File: src/rtl/spi_byte_if.sv
// ---------------------------------------------------------------------------
// spi_byte_if
//
// SPI-slave byte front end (mode 0, MSB first). The external SPI bus is
// oversampled on sys_clk. Each complete received byte is presented on
// data_in with a one-cycle data_rdy strobe. The byte that the core loads via
// data_out/data_latch is shifted back out on spi_miso.
//
// Ports
//   sys_clk      in   system clock, rising edge
//   rst          in   asynchronous active-high reset
//   spi_sclk     in   SPI clock (asynchronous to sys_clk)
//   spi_cs_n     in   SPI chip select, active low
//   spi_mosi     in   SPI serial data in
//   spi_miso     out  SPI serial data out, 0 when not shifting
//   data_in      out  last complete received byte
//   data_rdy     out  one-cycle pulse when data_in updates
//   data_out     in   byte to transmit
//   data_latch   in   one-cycle request to capture data_out
//   frame_active out  high while a frame is in progress
//   byte_idx     out  bytes completed in this frame, saturates at 3
//   tx_underrun  out  one-cycle pulse when a tx load finds nothing to send
// ---------------------------------------------------------------------------
module spi_byte_if #(
  parameter int SYNC_STAGES = 2
) (
  input  logic       sys_clk,
  input  logic       rst,
  input  logic       spi_sclk,
  input  logic       spi_cs_n,
  input  logic       spi_mosi,
  output logic       spi_miso,
  output logic [7:0] data_in,
  output logic       data_rdy,
  input  logic [7:0] data_out,
  input  logic       data_latch,
  output logic       frame_active,
  output logic [1:0] byte_idx,
  output logic       tx_underrun
);

  typedef enum logic [1:0] {
    WAIT_DESEL = 2'd0,
    IDLE       = 2'd1,
    SHIFT      = 2'd2
  } state_e;

  // -------------------------------------------------------------------------
  // Input synchronisers
  // -------------------------------------------------------------------------
  // cs_n chain resets to 0 (selected): a deselect is only believed once the
  // real pin has been seen high, so a master that keeps cs_n low across a
  // reset cannot fake a cs_n falling edge.
  logic [SYNC_STAGES-1:0] sclk_sync_q, sclk_sync_d;
  logic [SYNC_STAGES-1:0] cs_sync_q,   cs_sync_d;
  logic [SYNC_STAGES-1:0] mosi_sync_q, mosi_sync_d;
  logic                   sclk_s, cs_s, mosi_s;

  always_comb begin
    sclk_sync_d = {sclk_sync_q[SYNC_STAGES-2:0], spi_sclk};
    cs_sync_d   = {cs_sync_q[SYNC_STAGES-2:0],   spi_cs_n};
    mosi_sync_d = {mosi_sync_q[SYNC_STAGES-2:0], spi_mosi};
  end

  assign sclk_s = sclk_sync_q[SYNC_STAGES-1];
  assign cs_s   = cs_sync_q[SYNC_STAGES-1];
  assign mosi_s = mosi_sync_q[SYNC_STAGES-1];

  // -------------------------------------------------------------------------
  // Edge detection. Edges are registered so the FSM works from flop outputs;
  // mosi is delayed by the same stage so it lines up with sclk_rise_q.
  // -------------------------------------------------------------------------
  logic sclk_prev_q, sclk_prev_d;
  logic cs_prev_q,   cs_prev_d;
  logic sclk_rise_q, sclk_rise_d;
  logic sclk_fall_q, sclk_fall_d;
  logic cs_rise_q,   cs_rise_d;
  logic cs_fall_q,   cs_fall_d;
  logic mosi_dly_q,  mosi_dly_d;

  always_comb begin
    sclk_prev_d = sclk_s;
    cs_prev_d   = cs_s;
    sclk_rise_d =  sclk_s & ~sclk_prev_q;
    sclk_fall_d = ~sclk_s &  sclk_prev_q;
    cs_rise_d   =  cs_s   & ~cs_prev_q;
    cs_fall_d   = ~cs_s   &  cs_prev_q;
    mosi_dly_d  = mosi_s;
  end

  // -------------------------------------------------------------------------
  // Frame FSM, shift registers and TX holding register
  // -------------------------------------------------------------------------
  state_e     state_q,        state_d;
  logic [2:0] bit_cnt_q,      bit_cnt_d;
  logic [7:0] rx_sr_q,        rx_sr_d;
  logic [7:0] tx_sr_q,        tx_sr_d;
  logic [7:0] hold_q,         hold_d;
  logic       hold_vld_q,     hold_vld_d;
  logic [7:0] data_in_q,      data_in_d;
  logic       data_rdy_q,     data_rdy_d;
  logic       frame_active_q, frame_active_d;
  logic [1:0] byte_idx_q,     byte_idx_d;
  logic       underrun_q,     underrun_d;
  logic       load;

  always_comb begin
    state_d        = state_q;
    bit_cnt_d      = bit_cnt_q;
    rx_sr_d        = rx_sr_q;
    tx_sr_d        = tx_sr_q;
    hold_d         = hold_q;
    hold_vld_d     = hold_vld_q;
    data_in_d      = data_in_q;
    data_rdy_d     = 1'b0;
    frame_active_d = frame_active_q;
    byte_idx_d     = byte_idx_q;
    underrun_d     = 1'b0;
    load           = 1'b0;

    case (state_q)
      WAIT_DESEL: begin
        if (cs_s) state_d = IDLE;
      end
      IDLE: begin
        if (cs_fall_q) begin
          state_d        = SHIFT;
          frame_active_d = 1'b1;
          bit_cnt_d      = 3'd0;
          byte_idx_d     = 2'd0;
          load           = 1'b1;
        end
      end
      SHIFT: begin
        // Deselect has priority over a coincident sclk edge; a partial byte
        // is simply dropped because bit_cnt restarts on the next frame.
        if (cs_rise_q) begin
          state_d        = IDLE;
          frame_active_d = 1'b0;
        end else if (sclk_rise_q) begin
          rx_sr_d   = {rx_sr_q[6:0], mosi_dly_q};
          bit_cnt_d = bit_cnt_q + 3'd1;
          if (bit_cnt_q == 3'd7) begin
            data_in_d  = {rx_sr_q[6:0], mosi_dly_q};
            data_rdy_d = 1'b1;
            if (byte_idx_q != 2'd3) byte_idx_d = byte_idx_q + 2'd1;
          end
        end else if (sclk_fall_q) begin
          if (bit_cnt_q != 3'd0) tx_sr_d = {tx_sr_q[6:0], 1'b0};
          else                   load    = 1'b1;  // byte boundary
        end
      end
      default: state_d = WAIT_DESEL;
    endcase

    // TX source selection. A latch landing in the load cycle itself bypasses
    // the holding register so the freshest byte goes straight out.
    if (load) begin
      if (data_latch) begin
        tx_sr_d    = data_out;
        hold_vld_d = 1'b0;
      end else if (hold_vld_q) begin
        tx_sr_d    = hold_q;
        hold_vld_d = 1'b0;
      end else begin
        tx_sr_d    = 8'h00;
        underrun_d = 1'b1;
      end
    end else if (data_latch && (state_q != WAIT_DESEL)) begin
      hold_d     = data_out;
      hold_vld_d = 1'b1;
    end
  end

  always_ff @(posedge sys_clk or posedge rst) begin
    if (rst) begin
      sclk_sync_q    <= '0;
      cs_sync_q      <= '0;
      mosi_sync_q    <= '0;
      sclk_prev_q    <= 1'b0;
      cs_prev_q      <= 1'b0;
      sclk_rise_q    <= 1'b0;
      sclk_fall_q    <= 1'b0;
      cs_rise_q      <= 1'b0;
      cs_fall_q      <= 1'b0;
      mosi_dly_q     <= 1'b0;
      state_q        <= WAIT_DESEL;
      bit_cnt_q      <= 3'd0;
      rx_sr_q        <= 8'h00;
      tx_sr_q        <= 8'h00;
      hold_q         <= 8'h00;
      hold_vld_q     <= 1'b0;
      data_in_q      <= 8'h00;
      data_rdy_q     <= 1'b0;
      frame_active_q <= 1'b0;
      byte_idx_q     <= 2'd0;
      underrun_q     <= 1'b0;
    end else begin
      sclk_sync_q    <= sclk_sync_d;
      cs_sync_q      <= cs_sync_d;
      mosi_sync_q    <= mosi_sync_d;
      sclk_prev_q    <= sclk_prev_d;
      cs_prev_q      <= cs_prev_d;
      sclk_rise_q    <= sclk_rise_d;
      sclk_fall_q    <= sclk_fall_d;
      cs_rise_q      <= cs_rise_d;
      cs_fall_q      <= cs_fall_d;
      mosi_dly_q     <= mosi_dly_d;
      state_q        <= state_d;
      bit_cnt_q      <= bit_cnt_d;
      rx_sr_q        <= rx_sr_d;
      tx_sr_q        <= tx_sr_d;
      hold_q         <= hold_d;
      hold_vld_q     <= hold_vld_d;
      data_in_q      <= data_in_d;
      data_rdy_q     <= data_rdy_d;
      frame_active_q <= frame_active_d;
      byte_idx_q     <= byte_idx_d;
      underrun_q     <= underrun_d;
    end
  end

  assign spi_miso     = (state_q == SHIFT) ? tx_sr_q[7] : 1'b0;
  assign data_in      = data_in_q;
  assign data_rdy     = data_rdy_q;
  assign frame_active = frame_active_q;
  assign byte_idx     = byte_idx_q;
  assign tx_underrun  = underrun_q;

endmodule

File: config.mk
export PLATFORM = sky130hd
export DESIGN_NAME = spi_byte_if
export DESIGN_NICKNAME = d
export VERILOG_FILES = /design/src/rtl/spi_byte_if.sv
export SDC_FILE = /design/constraint.sdc
export NUM_CORES = 1
export LEC_CHECK = 0
export ABC_CLOCK_PERIOD_IN_PS = 1900
export BUFFER_PORTS_ARGS = -buffer_cell sky130_fd_sc_hd__buf_2
export CORE_ASPECT_RATIO = 1.4
export CORE_MARGIN = 3
export CORE_UTILIZATION = 25
export CTS_BUF_LIST = sky130_fd_sc_hd__clkbuf_8 sky130_fd_sc_hd__clkbuf_16
export DETAILED_ROUTE_END_ITERATION = 8
export HOLD_SLACK_MARGIN = 0.02
export SLEW_MARGIN = 5
export SYNTH_ARGS = -nofsm -noshare
export SYNTH_HDL_FRONTEND = slang
export SYNTH_SLANG_ARGS = --single-unit
export TNS_END_PERCENT = 50
File: constraint.sdc
create_clock -name sys_clk -period 1.9 [get_ports sys_clk]
set_input_delay 0.19 -clock sys_clk [delete_from_list [all_inputs] [get_ports sys_clk]]
set_output_delay 0.19 -clock sys_clk [all_outputs]
set_load 0.02 [all_outputs]
# After elaboration in Yosys (flattened, before gate mapping)
# Cells that the tools add are included.
[word_totals]
register_bits = 55
in_bits = 14
out_inout_bits = 14
[classes]
add_sub_neg = 2
eq_ne = 13
n_mux = 41
n_bitwise = 10
reduce_logical = 17
[op_table]
columns = ["op", "n"]
rows = [
  ["8-bit two-way mux", 8],
  ["1-bit two-way mux", 17],
  ["2-bit two-way mux", 8],
  ["2-bit != test (second input constant)", 8],
  ["2-bit nonzero test", 6],
  ["3-bit two-way mux", 3],
  ["3-bit AND reduction", 3],
  ["4-bit AND reduction", 2],
  ["1-bit inverter", 6],
  ["2-bit one-hot mux with 3 select lines", 1],
  ["3-bit one-hot mux with 2 select lines", 1],
  ["6-bit AND reduction", 1],
  ["5-bit AND reduction", 1],
  ["1-bit AND", 4],
  ["2-bit by 1-bit != test with 1-bit output (second input constant)", 2],
  ["1-bit one-hot mux with 2 select lines", 2],
  ["2-bit one-hot mux with 2 select lines", 1],
  ["3-bit by 1-bit adder with 3-bit output (second input constant)", 1],
  ["3-bit == test (second input constant)", 1],
  ["3-bit nonzero test", 1],
  ["2-bit by 1-bit adder with 2-bit output (second input constant)", 1],
  ["2-bit by 1-bit == test with 1-bit output (second input constant)", 1],
  ["2-bit == test (second input constant)", 1],
  ["2-bit zero test", 1],
  ["other kinds (2)", 2],
]

# Depth between registers and ports, before layout
# Gate-level depths: netlist of the first run.
[depth]
word_depth = 8
ltp_mapped = 7
ltp_nobuf = 6

# Least setup slack after synthesis of the first run
# Ideal clock, no wire load.
[synth_timing]
kind = "register -> register"
startpoint = "register state_q[0]"
endpoint = "register hold_q[0]"
arrival_time_ns = 1.782
t_required_ns = 1.775
path_slack_ns = -0.007
stages_incl_launch_ff = 7
path_buffers = 0
cell_sequence = "dfrtp_1 -> inv_1 -> ha_1 -> and3b_1 -> a32o_2 -> nand3b_4 -> mux2_4"
[synth_between]
elab_chain_cells = 4
elab_cells_between_ends = 7
classes_between = "2 x eq/ne; 1 x mux; 1 x bitwise; 3 x reduce/logical"
[synth_rtl]
columns = ["element", "line_no", "text"]
rows = [
  ["start: declaration", "94", "state_e state_q, state_d;"],
  ["start signal: assignment", "209", "state_q <= state_d;"],
  ["2-bit == test / 2-bit by 1-bit == test with 1-bit output (equally long branches)", "121", "case (state_q)"],
  ["1-bit one-hot mux with 2 select lines", "121", ""],
  ["1-bit inverter (no line)", "-", ""],
  ["2-bit AND reduction (no line) (*)", "-", ""],
  ["end signal: assignment", "213", "hold_q <= hold_d;"],
  ["end: declaration", "98", "logic [7:0] hold_q, hold_d;"],
]
# Every way passes the cells marked *; elsewhere a longest branch is shown, timed or not.
# A chain may end at the register's enable or synchronous reset.

# Final worst setup path of the first run
[layout_timing]
startpoint = "register state_q[1]"
endpoint = "register hold_q[7]"
# The elaborated chain is that of the path after synthesis.

==> impl_metrics.ini, run 1 <==
[run_status]
status = finished, final reports clean

[sta]
worst_slack_ns = 0.0380
skew_ns = 0.00522
rsz0062_at_grt = true
setup_viol = 0
timing_hold_violations_final = 0
relSlewSlack_pct = 66.0
drv_slew = 0
fin_crit_ns = 1.86
fmax_mhz = 537
worst_slew_pin_slew_ns = 0.509
finalCritPeriodShare_pct = 98.0

[floorplanning]
dieArea_um2 = 10800
io_pins = 28
initial_core_util_pct = 26.1
die_x_um = 88.5
die_y_um = 122
rows = 41
core_um2 = 9130

[clocking]
cts_root_buf = clkbuf_16
htreeDepth = 2
cts_buffers = 5
cts_sinks = 55
cts_tree = yes
clk_path_buf_depth = 2
cts.clk_slew.worst_paths_ns = 0.07
clock_latency_ns = 0.29

[route]
vias = 1586
routed_via_density = 4.41
dr.pass1.iters = 4
drt_iter0_markers = 43
routed_wl_mm = 4.29
antenna_left = 0
wl_per_cell_um = 11.9
route.detailed.drc = 0

[cells_and_area]
area_growth_pct = 22.2
num-fill-cells = 937
drive_above_1_share_pct = 27.7
layout_commonest_cell = dfrtp_1
nNetsFinal = 275
final_cell_mix = 55 x dfrtp_1, 53 x nand2_1, 27 x buf_2
antenna_cells = 0
finalInstanceArea_um2 = 2920
layout.cells.non_filler = 360

[place]
placedCellCount = 346
dpl_worst_slack_ns = -0.0390
port_buffers = 27
hpwl_mm = 3.08
gp_congestion = 0.735
post_dp_cell_area_um2 = 2710

[yosys]
synth_top_family_by_area = simple AND/OR/NAND/NOR gates
netlist_instances = 211
synth_mux_area_share_pct = 12.6
ys_seq_area_share_pct = 57.7
synth-simple-area-share_pct = 14.3
ys_types = 29
synthAdderAreaFrac_pct = 4.72
synth.cell_area_um2 = 2380
synthXorXnorAreaFrac_pct = 0
ys_seq_elements = 55
synth_compound_area_share_pct = 7.87
yosysWarnings = 0
synth.avg_cell_area_um2 = 11.3
syn_nets = 234

[grt]
track_usage_pct = 8.73
grt_pass1_wl_mm = 7.47
overflow = 0
grt_pass1_vias = 1620
antenna_found_initial = 0
grt_max_degree = 33

[worst_setup_path]
cp_data_required_time_ns = 2.08
slowest_delay_ns = 0.42
r2r-end = hold_q[7]
critPathTopFamily = simple AND/OR/NAND/NOR gates
ff2ff_path_depth = 6
crit_slowest_cell = dfrtp_1
cp_max_fo = 8
path_class = flop to flop
critical_path_buf_inv_count = 1
cp-end-kind = flop
critPathArrivalTime_ns = 2.04
endpoint = hold_q[7]
crit_cells = 6
r2r-start = state_q[1]
startpoint = state_q[1]
path_cells = inv_2 -> ha_4 -> and3b_1 -> a32o_2 -> nand3b_4 -> mux2_4
worst_setup_path_start_kind = flop
r2r_setup_slack_ns = 0.04

[pwr]
pwr-share-seq_pct = 45.2
p_sw_share_pct = 30.3
internal-power_mw = 2.46
combPwrFrac_pct = 29.3
power_density_nw_per_um2 = 1210
vdd_drop_max_v = 0.000504
p_leak_nw = 1.51
p_sw_mw = 1.07
pwr-share-clk_pct = 25.5

[flow_run]
maxCapViolCount = 0

[worst_hold_path]
hold_path_class = primary input to flop
[logic make-up after synthesis]
family | Yosys count
muxes | 25
AOI/OAI and AO/OA | 32
DFF | 55
and+or+nand+nor | 73
adders and majority gates | 9
buffers and inverters | 17
[per-layer routing]
| layer | vias up | global-route usage [%] | routed length (um) |
|---|---|---|---|
| li1 | 789 | - | - |
| met1 | 756 | 10.8 | 1990 |
| met2 | 35 | 14.4 | 2040 |
| met3 | 6 | 2.64 | 198 |
| met4 | 0 | 2.84 | 60 |
| met5 | - | 0 | 0 |
[power by group through the flow]
| stage | Clock (mW) | Sequential [mW] | Combinational (mW) |
|---|---|---|---|
| 6_report | 0.900 | 1.60 | 1.03 |
| 4_1_cts | 0.943 | 1.60 | 0.979 |
| 3_5_place_dp | 0 | 1.62 | 0.973 |
| 3_3_place_gp | 0 | 1.61 | 0.929 |
| 5_1_grt | 0.985 | 1.64 | 1.17 |
| 2_1_floorplan | 0 | 1.57 | 0.735 |
[worst min-delay path by stage]
stage	startpoint	endpoint	slack (ns)	depth (start not counted)
6_report	data_out[4]	hold_q[4]	0.14	2
2_1_floorplan	spi_cs_n	cs_sync_q[0]	0.22	0
3_5_place_dp	rst	data_in[0]	0.26	2
3_3_place_gp	rst	mosi_sync_q[1]	0.26	2
4_1_cts	data_out[5]	hold_q[5]	0.14	2
5_1_grt	data_out[4]	hold_q[4]	0.14	2
[final cells by class]
class                      instances  area, um2  share of cell area [%]
multi-input combinational        139        961                    33.0
timing repair buffer              40        259                    8.88
tap                              107        134                    4.59
inverter                          11       41.3                    1.42
sequential                        55       1380                    47.2
clock buffer                       5        125                    4.29
clock inverter                     3       18.8                   0.644
[sequential cells by signal, indices dropped and copies added (netlist names)]
register and count:
sclk_sync_q 2, tx_underrun 1, state_q 2, frame_active 1
cs_fall_q 1, hold_q 8, mosi_dly_q 1, sclk_rise_q 1
data_in 8, sclk_fall_q 1, cs_prev_q 1, cs_rise_q 1
sclk_prev_q 1, tx_sr_q 8, data_rdy 1, byte_idx 2
mosi_sync_q 2, hold_vld_q 1, bit_cnt_q 3, rx_sr_q 7
cs_sync_q 2
[metrics by stage]
step | util, % | hold slack, ns | power, mW | TNS [ns]
floorplan | - | 0.221 | 2.31 | 0
global placement | 29.6 | 0.255 | 2.54 | 0
detailed placement | 29.6 | 0.261 | 2.59 | -0.286
CTS | 31.7 | 0.135 | 3.52 | 0
global route | 31.9 | 0.139 | 3.79 | -0.323
finish | 31.9 | 0.141 | 3.53 | 0
[cell usage after synthesis, drive strengths merged]
master   n  area share, %
dfrtp   55             58
a32o     2           0.89
nor3b    1           0.31
mux2    17            9.3
nand3    3           0.63
mux2i    8            3.4
ha       9            4.7
and4bb   1           0.52
nand2b   2           0.52
nand2   54            8.5
inv     11            1.7
buf      3           0.58
o21bai   1           0.31
and3b    2           0.73
o311ai   1           0.37
o211ai   2           0.63
o22ai    1           0.26
o21ai   22            4.8
nand3b   2            1.2
nor2     2           0.31
a21oi    3           0.63
clkbuf   3           0.47
and2     1           0.26
nor2b    5            1.3
[repair_timing]
action,4_1_cts,5_1_grt
setup endpoints to repair,9,11
hold endpoints to repair,26,0
pin swaps,0,3
setup buffers,0,2
hold buffers,4,0
resized for setup,2,3
Power figures use the tool's default switching activity.
==> run 2, diff against run 1 <==
--- a/config.mk
+++ b/config.mk
@@ -5,6 +5,7 @@
 export SDC_FILE = /design/constraint.sdc
 export NUM_CORES = 1
 export LEC_CHECK = 0
+export ABC_AREA = 1
 export ABC_CLOCK_PERIOD_IN_PS = 1900
 export BUFFER_PORTS_ARGS = -buffer_cell sky130_fd_sc_hd__buf_2
 export CORE_ASPECT_RATIO = 1.4
==> impl_metrics.ini, run 2 <==
[run_status]
status = finished, final reports clean

[yosys]
synth_top_family_by_area = simple AND/OR/NAND/NOR gates
synth_area_leader_cell = dfrtp_1
netlist_instances = 277
synth_area_leaders = dfrtp_1 56%, nand2_1 13%, nand3_1 6.2%
synth-simple-area-share_pct = 26.6
syn_nets = 300
synth_edf_count = 0
synth.avg_cell_area_um2 = 8.81
synth.cell_area_um2 = 2440
synthXorXnorAreaFrac_pct = 0
synth_top_area_share_pct = 56.4
ys_seq_area_share_pct = 56.4
synth-main-ff-cell = dfrtp_1
ys_seq_elements = 55
synth_compound_area_share_pct = 5.13
synthAdderAreaFrac_pct = 4.61
yosysWarnings = 0
synthTopCellsByCount = 86 x nand2_1, 55 x dfrtp_1, 30 x nand3_1, 29 x nor2_1, 26 x inv_1
synth_mux_area_share_pct = 0
synthArstFlopShare_pct = 100
ys_types = 21
yosysMostFrequentCell = nand2_1

[cells_and_area]
drive_above_1_share_pct = 15.9
antenna_cells = 0
fin_util_pct = 30.9
final_cell_mix = 86 x nand2_1, 55 x dfrtp_1, 30 x nand3_1
layout.cells.non_filler = 446
nNetsFinal = 336
num-fill-cells = 1000
layout_commonest_cell = nand2_1
area_growth_pct = 20.4
finalInstanceArea_um2 = 2940

[clocking]
post_cts_resized = 0
cts_root_buf = clkbuf_16
clk_path_buf_depth = 2
cts_tree = yes
clock_latency_ns = 0.30
htreeDepth = 2
cts_sinks = 55
cts.clk_slew.worst_paths_ns = 0.07
cts_buffers = 5
postCtsSetupRepairBufs = 0

[worst_setup_path]
worst_setup_path_start_kind = flop
path_cells = inv_1 -> ha_1 -> buf_4 -> nand2_1 -> inv_1 -> buf_2
slowest_delay_ns = 0.41
crit_slowest_cell = dfrtp_1
path_class = flop to output pin
cp-end-kind = output pin
r2r_setup_slack_ns = 0.21
critical_path_buf_inv_count = 4
crit_cells = 6
r2r-end = tx_sr_q[4]
ff2ff_path_depth = 9
cpMostUsedCell = inv_1
r2r-start = state_q[0]
critPathTopFamily = buffers and inverters
cp_data_required_time_ns = 1.71
cp_max_fo = 8
critPathArrivalTime_ns = 1.51

[floorplanning]
rows = 42
die_y_um = 123
io_pins = 28
dieArea_um2 = 11000
initial_core_util_pct = 25.7
core_um2 = 9510
die_x_um = 89.5

[pwr]
p_leak_nw = 1.52
vdd_drop_max_v = 0.000600
p_total_mw = 3.66
power_density_nw_per_um2 = 1250

[sta]
fin_crit_ns = 1.70
relSlewSlack_pct = 64.9
rsz0062_at_grt = false
finalCritPeriodShare_pct = 89.4
holdWs_ns = 0.137
tns_ns = 0
worst_slack_ns = 0.202
skew_ns = 0.00726
timing_hold_violations_final = 0
setup_viol = 0
drv_slew = 0
fmax_mhz = 589
worst_slew_pin_slew_ns = 0.525

[place]
post_dp_cell_area_um2 = 2750
dpl_worst_slack_ns = 0.197
port_buffers = 27
gp_congestion = 0.758
hpwl_mm = 3.37
placedCellCount = 434

[route]
route.detailed.drc = 0
dr.pass1.iters = 4
routed_wl_mm = 4.58
vias = 1791
routed_via_density = 4.02
drt_iter0_markers = 92
wl_per_cell_um = 10.3
antenna_left = 0

[grt]
track_usage_pct = 9.53
grt_max_degree = 33
overflow = 0
grt_pass1_vias = 1803
grt_pass1_wl_mm = 8.05
antenna_found_initial = 0

[worst_hold_path]
min_path_cells = 3
hold_end = hold_q[6]
hold_path_class = primary input to flop
worstHoldStart = data_out[6]

[flow_run]
maxCapViolCount = 0
run 2: logic make-up (layout without fill, tap and decap cells):
family	Yosys count	after routing
AND/OR/NAND/NOR	152	152
flip-flops	55	55
buffers and inverters	36	73
AO/OA/AOI/OAI	25	25
adder cells (fa/ha/maj)	9	9
run 2: worst reg2reg max path, delay by kind of cell (launching register included):
family | cells | cell delay, ns
adder cells (fa/ha/maj) | 1 | 0.24
buffers and inverters | 1 | 0.11
flip-flops | 1 | 0.41
AND/OR/NAND/NOR | 7 | 0.83
run 2: where the power goes:
group	switching, mW	leakage [nW]	internal (mW)
registers	0.174	0.699	1.46
logic	0.687	0.748	0.408
clock network	0.439	0.0708	0.498
run 2: how the worst max path moves through the flow:
stage	slack, ns	to	startpoint
6_report	0.20	spi_miso	state_q[0]
5_1_grt	0.01	data_in[3]	state_q[0]
3_3_place_gp	0.25	tx_sr_q[3]	state_q[0]
2_1_floorplan	0.37	bit_cnt_q[0]	rst
3_5_place_dp	0.20	data_in[5]	state_q[0]
4_1_cts	0.18	spi_miso	state_q[0]
run 2: area by class of cell:
| type | instances | area [um2] | share of cell area [%] |
|---|---|---|---|
| flip-flops and latches | 55 | 1380 | 46.8 |
| clock buffers | 5 | 125 | 4.26 |
| multi-input cells | 186 | 886 | 30.1 |
| inverters | 29 | 124 | 4.21 |
| repair buffers | 36 | 238 | 8.09 |
| clock inverters | 3 | 25.0 | 0.851 |
| well taps | 132 | 165 | 5.62 |
run 2: routing by layer:
metal	track usage (%)	vias to the layer above	share of wire (%)
li1	-	932	-
met1	10.6	833	42
met2	15.9	20	51
met3	2.93	6	4.1
met4	5.31	0	2.9
met5	0	-	0
run 2: repair_timing:
action,in CTS,in global routing
hold buffers,4,0
setup endpoints to repair,0,0
endpoints found under the hold margin,26,0
==> run 3, diff against run 2 <==
--- a/config.mk
+++ b/config.mk
@@ -14,6 +14,7 @@
 export CTS_BUF_LIST = sky130_fd_sc_hd__clkbuf_8 sky130_fd_sc_hd__clkbuf_16
 export DETAILED_ROUTE_END_ITERATION = 8
 export HOLD_SLACK_MARGIN = 0.02
+export SETUP_SLACK_MARGIN = 0.4
 export SLEW_MARGIN = 5
 export SYNTH_ARGS = -nofsm -noshare
 export SYNTH_HDL_FRONTEND = slang
==> impl_metrics.ini, run 3 (same netlist as run 2, synthesis figures left out) <==
[route]
route.detailed.drc = 0
vias = 1923
routed_via_density = 4.20
drt_iter0_markers = 86
routed_wl_mm = 5.13
antenna_left = 0
wl_per_cell_um = 11.2
dr.pass1.iters = 4

[sta]
setup_viol = 0
tns_ns = 0
drv_slew = 0
timing_hold_violations_final = 0
worst_slew_pin_slew_ns = 0.504
fin_crit_ns = 1.56
rsz0062_at_grt = true
skew_ns = 0.0103
worst_slack_ns = 0.335
holdWs_ns = 0.143
finalCritPeriodShare_pct = 82.3
relSlewSlack_pct = 66.4
fmax_mhz = 639

[pwr]
combPwrFrac_pct = 35.2
internal-power_mw = 2.70
p_sw_share_pct = 34.9
power_density_nw_per_um2 = 1290
vdd_drop_max_v = 0.000641
p_sw_mw = 1.44
pwr-share-clk_pct = 25.0
pwr-share-seq_pct = 39.7
p_leak_nw = 1.62
p_total_mw = 4.14

[floorplanning]
die_y_um = 123
initial_core_util_pct = 25.7
die_x_um = 89.5
rows = 42
io_pins = 28
core_um2 = 9510
dieArea_um2 = 11000

[grt]
track_usage_pct = 10.7
grt_max_degree = 35
antenna_found_initial = 0
grt_pass1_wl_mm = 9.15
grt_pass1_vias = 1979
overflow = 0

[clocking]
cts.clk_slew.worst_paths_ns = 0.07
cts_tree = yes
clk_path_buf_depth = 2
cts_root_buf = clkbuf_16
cts_buffers = 5
clock_latency_ns = 0.29
cts_sinks = 55
htreeDepth = 2

[cells_and_area]
layout_commonest_cell = nand2_1
antenna_cells = 0
final_cell_mix = 81 x nand2_1, 55 x dfrtp_1, 27 x nand3_1
drive_above_1_share_pct = 26.1
nNetsFinal = 348
layout.cells.non_filler = 458
area_growth_pct = 31.7

[worst_setup_path]
cp_max_fo = 5
path_class = flop to flop
critPathArrivalTime_ns = 1.74
cp_data_required_time_ns = 2.08
cp-end-kind = flop
worst_setup_path_start_kind = flop

[place]
hpwl_mm = 3.34
port_buffers = 27
placedCellCount = 434
gp_congestion = 0.737
dpl_worst_slack_ns = 0.163

[flow_run]
maxCapViolCount = 0

[worst_hold_path]
hold_path_class = primary input to flop

[run_status]
status = finished, final reports clean
run 3: power by group through the flow:
stage	combinational, mW	sequential, mW	clock, mW
6_report	1.46	1.65	1.04
2_1_floorplan	0.833	1.63	0
4_1_cts	1.35	1.64	1.08
5_1_grt	1.66	1.69	1.12
3_5_place_dp	1.09	1.66	0
3_3_place_gp	1.06	1.65	0
run 3: layout make-up:
class | count | area (um2)
Multi-Input combinational cell | 186 | 1000
Clock inverter | 3 | 42.5
Tap cell | 132 | 165
Sequential cell | 55 | 1380
Fill cell | 967 | 6300
Inverter | 29 | 128
Clock buffer | 5 | 125
Timing Repair Buffer | 48 | 374
run 3: worst max-delay path, stage by stage, from the launching register on:
cell and delay, ns:
dfrtp_1 0.40, inv_2 0.10, ha_4 0.17, inv_4 0.05
nor2_4 0.14, nand3_2 0.11, nand2_4 0.11, nand2_8 0.08
buf_12 0.16, nor2_1 0.09, nor2_1 0.05
run 3: timing repair:
action	in CTS	in global routing
pin swaps	6	4
gates resized for setup	24	13
endpoints found under the hold margin	24	0
hold buffers	4	0
setup endpoints to repair	34	34
cloned	2	0
setup buffers	8	2
run 3: metrics by stage:
step	utilization, %	instance area [um2]
after detailed placement	28.9	2750
after CTS	33.1	3150
after floorplan	-	2440
after global placement	28.9	2750
final	33.8	3210
after global routing	33.8	3210
run 3: per-layer routing:
metal	part of all wire, %	routed length [um]	track usage [%]
met1	41	2110	12.1
met2	51	2610	18.4
met3	3.8	197	2.47
met4	4.2	215	5.77
met5	0	0	0
run 3: final timing paths:
kind / startpoint / end / slack [ns] / cells past startpoint
max in group asynchronous: rst / tx_sr_q[3] / 0.90 / 4
worst min-delay path: data_out[7] / hold_q[7] / 0.14 / 3
worst min register to register: cs_sync_q[0] / cs_sync_q[1] / 0.35 / 0
min in group asynchronous: rst / data_in[0] / 0.47 / 3
worst max register to register: state_q[0] / tx_sr_q[2] / 0.34 / 10
worst max-delay path: state_q[0] / tx_sr_q[2] / 0.34 / 10
